<file path="src/rtl/ifu_prefetch_if.sv">
// Fetch-unit bus bundle: instruction-memory req/gnt + rvalid/rdata, redirect,
// decode stall and the head-of-queue instruction handed to decode.
// With IFU_PERF_CNT_EN defined, the two performance counters are carried too.
interface ifu_prefetch_if #(
    parameter int XLEN = 32
);
    logic            o_IM_req;
    logic [XLEN-1:0] o_IM_addr;
    logic            i_IM_gnt;
    logic            i_IM_rvalid;
    logic [XLEN-1:0] i_IM_rdata;
    logic            i_flush;
    logic [XLEN-1:0] i_branch_addr;
    logic            i_ex_stall;
    logic            o_inst_valid;
    logic [XLEN-1:0] o_inst;
    logic [XLEN-1:0] o_pc;
`ifdef IFU_PERF_CNT_EN
    logic [31:0]     o_fetch_cnt;
    logic [31:0]     o_drop_cnt;
`endif

    // Fetch unit side
    modport master (
        input  i_IM_gnt, i_IM_rvalid, i_IM_rdata, i_flush, i_branch_addr, i_ex_stall,
        output o_IM_req, o_IM_addr, o_inst_valid, o_inst, o_pc
`ifdef IFU_PERF_CNT_EN
        , output o_fetch_cnt, o_drop_cnt
`endif
    );

    // Memory / pipeline side
    modport slave (
        output i_IM_gnt, i_IM_rvalid, i_IM_rdata, i_flush, i_branch_addr, i_ex_stall,
        input  o_IM_req, o_IM_addr, o_inst_valid, o_inst, o_pc
`ifdef IFU_PERF_CNT_EN
        , input o_fetch_cnt, o_drop_cnt
`endif
    );
endinterface

</file>
<file path="src/rtl/ifu_prefetch.sv">
// In-order instruction prefetch queue between instruction memory and decode.
// A slot is reserved (with its PC) when a request is granted and filled when the
// in-order response returns; decode pops the head once it is filled.
// A redirect clears every slot and counts the still-outstanding responses into
// 'drop' so they are discarded when they arrive.
// Optional feature macro: IFU_PERF_CNT_EN (fetch / discard counters).
module ifu_prefetch #(
    parameter int              XLEN     = 32,
    parameter int              DEPTH    = 4,
    parameter logic [XLEN-1:0] RESET_PC = '0
) (
    input  logic           clk,
    input  logic           rst,
    ifu_prefetch_if.master bus
);
    localparam int            AW      = $clog2(DEPTH);
    localparam int            CW      = AW + 1;
    localparam logic [CW-1:0] DEPTH_C = CW'(DEPTH);

    logic [XLEN-1:0]  pc_q;
    logic [XLEN-1:0]  slot_pc   [DEPTH];
    logic [XLEN-1:0]  slot_inst [DEPTH];
    logic [DEPTH-1:0] slot_filled;
    logic [AW-1:0]    head_q;   // oldest reserved slot (decode side)
    logic [AW-1:0]    tail_q;   // next slot to reserve on issue
    logic [AW-1:0]    fill_q;   // oldest reserved-but-unfilled slot
    logic [CW-1:0]    used_q;
    logic [CW-1:0]    outst_q;
    logic [CW-1:0]    drop_q;

    logic req;
    logic issue;
    logic pop;
    logic resp_keep;
    logic head_valid;

    // Handshake decode for this cycle
    // NOTE: every always_comb output gets a value before any if, so no latch can form.
    always_comb begin
        head_valid = slot_filled[head_q];
        req        = !rst && !bus.i_flush && (used_q < DEPTH_C);
        issue      = req && bus.i_IM_gnt;
        pop        = head_valid && !bus.i_ex_stall && !bus.i_flush;
        resp_keep  = bus.i_IM_rvalid && (drop_q == '0) && !bus.i_flush;
    end

    // Pointers, counters, fill flags and fetch PC; redirect has top priority
    // NOTE: sequential state uses <= only, so every flop samples pre-edge values.
    always_ff @(posedge clk or posedge rst) begin
        if (rst) begin
            pc_q        <= RESET_PC;
            head_q      <= '0;
            tail_q      <= '0;
            fill_q      <= '0;
            used_q      <= '0;
            outst_q     <= '0;
            drop_q      <= '0;
            slot_filled <= '0;
        end else if (bus.i_flush) begin
            pc_q        <= bus.i_branch_addr & ~XLEN'(3);
            head_q      <= '0;
            tail_q      <= '0;
            fill_q      <= '0;
            used_q      <= '0;
            slot_filled <= '0;
            // No issue during a redirect, so only a same-cycle response retires
            outst_q     <= outst_q - CW'(bus.i_IM_rvalid);
            drop_q      <= outst_q - CW'(bus.i_IM_rvalid);
        end else begin
            if (issue) begin
                pc_q   <= pc_q + XLEN'(4);
                tail_q <= tail_q + AW'(1);
            end
            if (resp_keep) begin
                fill_q              <= fill_q + AW'(1);
                slot_filled[fill_q] <= 1'b1;
            end
            if (pop) begin
                head_q              <= head_q + AW'(1);
                slot_filled[head_q] <= 1'b0;
            end
            used_q  <= used_q + CW'(issue) - CW'(pop);
            outst_q <= outst_q + CW'(issue) - CW'(bus.i_IM_rvalid);
            if (bus.i_IM_rvalid && (drop_q != '0))
                drop_q <= drop_q - CW'(1);
        end
    end

    // Slot payload storage
    // NOTE: payload RAM is not reset; slot_filled guards every read of it.
    always_ff @(posedge clk) begin
        if (issue)
            slot_pc[tail_q] <= pc_q;
        if (resp_keep)
            slot_inst[fill_q] <= bus.i_IM_rdata;
    end

    assign bus.o_IM_req     = req;
    assign bus.o_IM_addr    = pc_q;
    assign bus.o_inst_valid = head_valid;
    assign bus.o_inst       = head_valid ? slot_inst[head_q] : '0;
    assign bus.o_pc         = head_valid ? slot_pc[head_q]   : '0;

`ifdef IFU_PERF_CNT_EN
    logic [CW-1:0] flushed_filled;
    logic [CW-1:0] drop_inc;
    logic [32:0]   fetch_sum;
    logic [32:0]   drop_sum;
    logic [31:0]   fetch_cnt_q;
    logic [31:0]   drop_cnt_q;

    // Discards this cycle: dropped response plus filled slots lost to a redirect
    always_comb begin
        flushed_filled = '0;
        for (int i = 0; i < DEPTH; i++)
            flushed_filled = flushed_filled + CW'(slot_filled[i]);
        drop_inc  = (bus.i_flush ? flushed_filled : '0)
                  + CW'(bus.i_IM_rvalid && ((drop_q != '0) || bus.i_flush));
        fetch_sum = {1'b0, fetch_cnt_q} + 33'(issue);
        drop_sum  = {1'b0, drop_cnt_q} + 33'(drop_inc);
    end

    // Saturating performance counters, cleared only by reset
    always_ff @(posedge clk or posedge rst) begin
        if (rst) begin
            fetch_cnt_q <= '0;
            drop_cnt_q  <= '0;
        end else begin
            fetch_cnt_q <= fetch_sum[32] ? '1 : fetch_sum[31:0];
            drop_cnt_q  <= drop_sum[32]  ? '1 : drop_sum[31:0];
        end
    end

    assign bus.o_fetch_cnt = fetch_cnt_q;
    assign bus.o_drop_cnt  = drop_cnt_q;
`endif
endmodule

</file>
<file path="src/flat_wrapper.sv">
// flat-port wrapper written by rule: the top's interface ports become plain ports
module ifu_prefetch_flat 
#(
    parameter int              XLEN     = 32,
    parameter int              DEPTH    = 4,
    parameter logic [XLEN-1:0] RESET_PC = '0
)
  (clk, rst, bus_i_IM_gnt, bus_i_IM_rvalid, bus_i_IM_rdata, bus_i_flush, bus_i_branch_addr, bus_i_ex_stall, bus_o_IM_req, bus_o_IM_addr, bus_o_inst_valid, bus_o_inst, bus_o_pc);
  ifu_prefetch_if #(.XLEN(XLEN)) bus_i ();
  input  logic clk;
  input  logic rst;
  input wire logic [$bits(bus_i.i_IM_gnt)-1:0] bus_i_IM_gnt;
  input wire logic [$bits(bus_i.i_IM_rvalid)-1:0] bus_i_IM_rvalid;
  input wire logic [$bits(bus_i.i_IM_rdata)-1:0] bus_i_IM_rdata;
  input wire logic [$bits(bus_i.i_flush)-1:0] bus_i_flush;
  input wire logic [$bits(bus_i.i_branch_addr)-1:0] bus_i_branch_addr;
  input wire logic [$bits(bus_i.i_ex_stall)-1:0] bus_i_ex_stall;
  output wire logic [$bits(bus_i.o_IM_req)-1:0] bus_o_IM_req;
  output wire logic [$bits(bus_i.o_IM_addr)-1:0] bus_o_IM_addr;
  output wire logic [$bits(bus_i.o_inst_valid)-1:0] bus_o_inst_valid;
  output wire logic [$bits(bus_i.o_inst)-1:0] bus_o_inst;
  output wire logic [$bits(bus_i.o_pc)-1:0] bus_o_pc;
  assign bus_i.i_IM_gnt = bus_i_IM_gnt;
  assign bus_i.i_IM_rvalid = bus_i_IM_rvalid;
  assign bus_i.i_IM_rdata = bus_i_IM_rdata;
  assign bus_i.i_flush = bus_i_flush;
  assign bus_i.i_branch_addr = bus_i_branch_addr;
  assign bus_i.i_ex_stall = bus_i_ex_stall;
  assign bus_o_IM_req = bus_i.o_IM_req;
  assign bus_o_IM_addr = bus_i.o_IM_addr;
  assign bus_o_inst_valid = bus_i.o_inst_valid;
  assign bus_o_inst = bus_i.o_inst;
  assign bus_o_pc = bus_i.o_pc;
  ifu_prefetch #(.XLEN(XLEN), .DEPTH(DEPTH), .RESET_PC(RESET_PC)) u_core (.clk(clk), .rst(rst), .bus(bus_i));
endmodule
</file>
<file path="config.mk">
export PLATFORM = sky130hd
export DESIGN_NAME = ifu_prefetch_flat
export DESIGN_NICKNAME = d
export VERILOG_FILES = /design/src/rtl/ifu_prefetch_if.sv /design/src/rtl/ifu_prefetch.sv /design/src/flat_wrapper.sv
export SDC_FILE = /design/constraint.sdc
export NUM_CORES = 1
export LEC_CHECK = 0
export BUFFER_PORTS_ARGS = -buffer_cell sky130_fd_sc_hd__buf_2
export CAP_MARGIN = 20
export CORE_MARGIN = 2
export CORE_UTILIZATION = 55
export DETAILED_ROUTE_END_ITERATION = 8
export GPL_TIMING_DRIVEN = 0
export PLACE_DENSITY = 0.76
export SYNTH_ARGS = -nofsm -noshare
export SYNTH_HDL_FRONTEND = slang
export SYNTH_SLANG_ARGS = --single-unit
</file>
<file path="constraint.sdc">
create_clock -name clk -period 5.1 [get_ports clk]
set_input_delay 1.02 -clock clk [delete_from_list [all_inputs] [get_ports clk]]
set_output_delay 1.02 -clock clk [all_outputs]
set_load 0.1 [all_outputs]
</file>
== Yosys cells after proc, flatten, opt, wreduce, memory -nomap -nowiden ==
Memories as Yosys holds them, arrays and structs flattened.
Index checks and enable logic that the tools add are counted.

* Add/subtract/negate cells: 10
* $lt $le $gt $ge: 5
* Multiplexer cells: 28
* Bitwise gates (word level): 3
* Reductions and logical operators: 19

{| class="wikitable"
|+ Operators with widths
! cell !! count
|-
| $mux W32 || 4
|-
| $add A32 B3 Y32 const B || 1
|-
| $mux W4 || 4
|-
| $mux W2 || 6
|-
| $mux W3 || 4
|-
| $logic_and A1 B1 Y1 || 10
|-
| $sub A3 B1 Y3 || 3
|-
| $reduce_bool A2 Y1 || 4
|-
| $mux W1 || 7
|-
| $add A2 B1 Y2 const B || 3
|-
| $add A3 B1 Y3 || 2
|-
| $lt A2 B3 Y1 const B || 2
|-
| $and A4 B4 Y4 || 1
|-
| $demux W1 S2 || 2
|-
| $ge A2 B1 Y1 const B || 2
|-
| $not A4 Y4 || 1
|-
| $or A4 B4 Y4 || 1
|-
| $logic_not A1 Y1 || 3
|-
| $logic_not A3 Y1 || 1
|-
| $lt A3 B3 Y1 const B || 1
|-
| $reduce_bool A3 Y1 || 1
|-
| $sub A3 B1 Y3 const B || 1
|-
| $bmux W1 S2 || 1
|}

* Register bits after elaboration: 51
* Memory bits (writable): 256
* Bits of input ports: 70
* Output and inout bits: 98
* Logic and storage cells: 75
* Memories kept: 2

{| class="wikitable"
|+ Memories
! name !! depth !! width !! read ports !! clocked after Yosys merged registers in !! wr ports !! line !! source
|-
| u_core.slot_inst || 4 || 32 || 1 || 0 || 1 || ifu_prefetch.sv:22 || <nowiki>logic [XLEN-1:0] slot_inst [DEPTH];</nowiki>
|-
| u_core.slot_pc || 4 || 32 || 1 || 0 || 1 || ifu_prefetch.sv:21 || <nowiki>logic [XLEN-1:0] slot_pc [DEPTH];</nowiki>
|}

== Depth between registers and ports, before layout ==
* Depth in word-level cells: 10
* Gate-level depth with buffers: 10
* Mapped depth without buffers: 10

== Least setup slack after synthesis ==
Ideal clock, no wire load.

* Path kind: input to output
* Start point: in bus_i_flush
* End point: out bus_o_IM_req
* Arrival time: 3495 ps
* Required time: 4080 ps
* Path slack: 585 ps
* Cell stages on the path: 3
* Buffers on the path: 2
* Cell sequence: clkbuf_1 > clkbuf_1 > nor3_1

* Word-level cells in the longest chain between the ends: 3

{| class="wikitable"
|+ Ends and longest elaborated chain
! element !! line !! source
|-
| start, declared || flat_wrapper.sv:15 || <nowiki>input wire logic [$bits(bus_i.i_flush)-1:0] bus_i_flush;</nowiki>
|-
| $logic_not A1 Y1 || ifu_prefetch.sv:41 || <nowiki>req = !rst && !bus.i_flush && (used_q < DEPTH_C);</nowiki>
|-
| $logic_and A1 B1 Y1 (2 in a row) || ifu_prefetch.sv:41 ||
|-
| end, declared || flat_wrapper.sv:18 || <nowiki>output wire logic [$bits(bus_i.o_IM_req)-1:0] bus_o_IM_req;</nowiki>
|}

No other way between the ends.

== Final worst setup path ==
* Start point: reg u_core.head_q[0]
* End point: out bus_o_pc[22]

* Word-level cells in the longest chain between the ends: 3
* Elaborated cells on any way between the ends: 4
* Those cells by class: 3 x mux; 1 x memory

{| class="wikitable"
|+ Ends and longest elaborated chain
! element !! line !! source
|-
| start, declared || ifu_prefetch.sv:24 || <nowiki>logic [AW-1:0] head_q;</nowiki>
|-
| start signal, assigned || ifu_prefetch.sv:79 || <nowiki>head_q <= head_q + AW'(1);</nowiki>
|-
| $bmux W1 S2 || ifu_prefetch.sv:40 || <nowiki>head_valid = slot_filled[head_q];</nowiki>
|-
| $mux W1 (implied by the code) || ifu_prefetch.sv:40 ||
|-
| $mux W32 (*) || ifu_prefetch.sv:102 || <nowiki>assign bus.o_pc = head_valid ? slot_pc[head_q] : '0;</nowiki>
|-
| end, declared || flat_wrapper.sv:22 || <nowiki>output wire logic [$bits(bus_i.o_pc)-1:0] bus_o_pc;</nowiki>
|}

Mark *: on every way between the ends. The rest lies on a longest branch, timed or not. The select of a mux whose other input is x is not followed.

==> flow_summary.yaml <==
drt:
  wl_per_cell_um: 21.1
  ant_nets: 0
  vias: 7233
  vias_per_cell: 5.83
  first_pass_iters: 5
  drt-total-wl_mm: 26.1
  drt_iter0_drc: 548
  drc: 0
finish:
  syn2layout_area_growth_pct: 17.1
  drive_above_1_share_pct: 30.6
  fillers: 1587
  n_antenna_cell: 0
  stdcell_area_um2: 14600
  nNetsFinal: 1026
  finalNonFillerCells: 1240
cts:
  clk_latency_ns: 0.54
  root_buffer: "clkbuf_16"
  cts_sinks: 297
  cts.clk_slew.worst_paths_ns: 0.06
  cts_buffers: 29
  cts_tree: "built"
  clk_path_buf_depth: 3
  htreeDepth: 1
  cts_hold_buf: 0
  cts_setup_buffers: 0
  cts_resized: 0
global_route:
  grt_use_total_pct: 22.2
  grt_overflow: 0
  antenna_found_initial: 1
  grt_pass1_vias: 7259
  grt_start_max_net_pins: 34
  grt_pass1_wl_mm: 40.5
power_and_ir_drop:
  p_per_area_nw_per_um2: 430
  p_total_w: 0.00627
  power.leakage_nw: 5.31
  ir_drop_mv: 0.254
critical_path:
  end_kind: "primary output"
  path_common_cell: "buf_2"
  cp_data_arrival_time_ns: 3.13
  crit_type: "register to primary output"
  cp_slowest_stage_delay_ns: 0.65
  path_cells: "buf_1, buf_2, mux4_2, and2_1, buf_2"
  ff2ff_setup_slack_ns: 2.31
  cp_max_fo: 10
  cp_top_family: "buffers and inverters"
  cp_num_cells: 5
  crit_required_ns: 4.08
  r2r_cells: 10
  regToRegStartpoint: "u_core.head_q[1]"
  startpoint_type: "register"
  r2r-end: "u_core.used_q[2]"
  cp_num_buf_inv: 3
  cpMaxStageDelayCell: "buf_1"
placed_design:
  placedCellCount: 1186
  io_buffers: 161
  gp_congestion: 0.798
  dp_hpwl_mm: 16.9
  place_area_um2: 13700
synthesis:
  ys_seq_elements: 297
  synth_edf_count: 248
  synth_compound_area_share_pct: 3.06
  synth-simple-area-share_pct: 9.73
  avgSynthCellArea_um2: 16.9
  syn-cell-area_um2: 12400
  ys.flop_type: "edfxtp_1"
  synth_async_sr_flop_share_pct: 16.5
  synth-seq-area-share_pct: 69.7
  synth_fa_ha_area_share_pct: 2.43
  syn_inst: 736
  synth_mux_area_share_pct: 11.8
  synth.distinct_cells: 46
  synth_top_family_by_area: "multiplexers"
  synth_xor_area_share_pct: 1.27
  yosysWarningCount: 0
floorplan:
  die_x_um: 154
  start_util_pct: 55.5
  placementRows: 55
  die_area_um2: 23900
  die_h_um: 154
  io_pins: 168
  coreArea_um2: 22400
run_status:
  status: "finished clean"
sta:
  setup_tns_ns: 0
  max_slew_margin_pct: 38.0
  finalSetupViolations: 0
  clock_skew_ns: 0.00764
  rsz0062_at_grt: "no"
  min_period_over_period_pct: 81.4
  report.final.slew_viol_count: 0
  hold_viol: 0
  fmax_ghz: 0.241
  period_minus_slack_ns: 4.15
  whs_ns: 0.488
  worst_pin_slew_ns: 0.930
min_path:
  holdPathEnd: "u_core.outst_q[2]"
  hold_depth: 1
  min-delay-start: "u_core.outst_q[2]"
  min_path_type: "register to register"
flow_run:
  drv_cap: 0
-- final cells by class --
| cell class | instances | area, um^2 | share of cell area (%) |
|---|---|---|---|
| multi-input cells | 383 | 3550 | 24.3 |
| inverters | 22 | 82.6 | 0.566 |
| clock buffers | 41 | 811 | 5.56 |
| flip-flops and latches | 297 | 8670 | 59.5 |
| repair buffers | 163 | 831 | 5.70 |
| plain buffers | 37 | 168 | 1.15 |
| clock inverters | 12 | 113 | 0.772 |
| well taps | 285 | 357 | 2.45 |
-- Yosys cell counts, drive strengths merged (2+ instances only) --
cell | count | area share (%)
edfxtp | 248 | 60
and2 | 73 | 3.7
mux4 | 62 | 11
dfrtp | 49 | 9.9
nand2 | 34 | 1.0
clkbuf | 24 | 0.72
nor2 | 23 | 0.69
ha | 21 | 2.1
inv | 21 | 0.63
o21ai | 20 | 0.80
nand3 | 17 | 0.68
or4 | 15 | 0.90
a31oi | 14 | 0.70
buf | 13 | 0.62
nand4 | 11 | 0.67
o31ai | 11 | 0.66
xor2 | 10 | 0.70
xnor2 | 8 | 0.56
nor2b | 7 | 0.35
and3 | 6 | 0.30
a21oi | 5 | 0.20
mux2i | 5 | 0.40
a2bb2oi | 4 | 0.28
and4 | 4 | 0.28
or3 | 4 | 0.20
nand3b | 3 | 0.18
nor3 | 3 | 0.12
o211ai | 3 | 0.18
fa | 2 | 0.32
mux2 | 2 | 0.18
nor4 | 2 | 0.10
o41ai | 2 | 0.14
or4b | 2 | 0.19
-- placed cells by master, fill, tap and decap left out, drive strengths merged, types with 5 or more instances in the layout --
cell	instances
a21oi	5
a31oi	14
and2	73
and3	6
buf	175
clkbuf	66
clkinv	9
dfrtp	49
edfxtp	248
ha	21
inv	21
mux2i	5
mux4	62
nand2	34
nand3	17
nand4	11
nor2	23
nor2b	7
o21ai	20
o31ai	11
or4	15
xnor2	8
xor2	10
-- power breakdown --
part | internal [W] | switching (W) | total (W)
clock network | 0.00120 | 0.000852 | 0.00206
registers | 0.00275 | 0.0000979 | 0.00285
logic | 0.000323 | 0.00104 | 0.00137
total | 0.00428 | 0.00199 | 0.00627
-- stage by stage --
stage          utilization (%)  setup WS [ns]
4_1_cts                   65.0          0.823
5_1_grt                   65.0          0.694
2_1_floorplan                -          0.585
3_5_place_dp              60.9           1.42
3_3_place_gp              60.7           1.18
6_report                  65.0          0.948
-- how the worst max path moves through the flow --
| stage | from | to |
|---|---|---|
| 5_1_grt | u_core.head_q[0] | bus_o_pc[22] |
| 3_3_place_gp | bus_i_flush | u_core.slot_pc[0][29] |
| 3_5_place_dp | u_core.head_q[0] | bus_o_pc[22] |
| 2_1_floorplan | bus_i_flush | bus_o_IM_req |
| 4_1_cts | u_core.head_q[0] | bus_o_pc[22] |
| 6_report | u_core.head_q[0] | bus_o_pc[22] |
-- state kept, by name, summed over array words and instances (netlist names) --
signal                count
u_core.drop_q             3
u_core.slot_inst        128
u_core.slot_pc          120
u_core.slot_filled        4
u_core.tail_q             2
u_core.head_q             2
u_core.outst_q            3
u_core.fill_q             2
u_core.used_q             3
u_core.bus.o_IM_addr     30
-- cell families (layout without fill, tap and decap cells) --
| group | after synthesis | after routing |
|---|---|---|
| mux | 69 | 69 |
| compound gates | 60 | 60 |
| other cells | 1 | 4 |
| fa+ha+maj | 23 | 23 |
| flops | 297 | 297 |
| xor+xnor | 18 | 18 |
| buf+inv | 59 | 275 |
| simple gates | 209 | 209 |
-- metal layers --
| metal | up-vias | routed length [um] | track usage (%) |
|---|---|---|---|
| li1 | 3255 | - | - |
| met1 | 3659 | 10700 | 31.0 |
| met2 | 275 | 12900 | 36.1 |
| met3 | 42 | 1980 | 4.15 |
| met4 | 2 | 522 | 6.66 |
| met5 | - | 7 | 0 |
No activity file was read; power rests on OpenSTA's default activity.
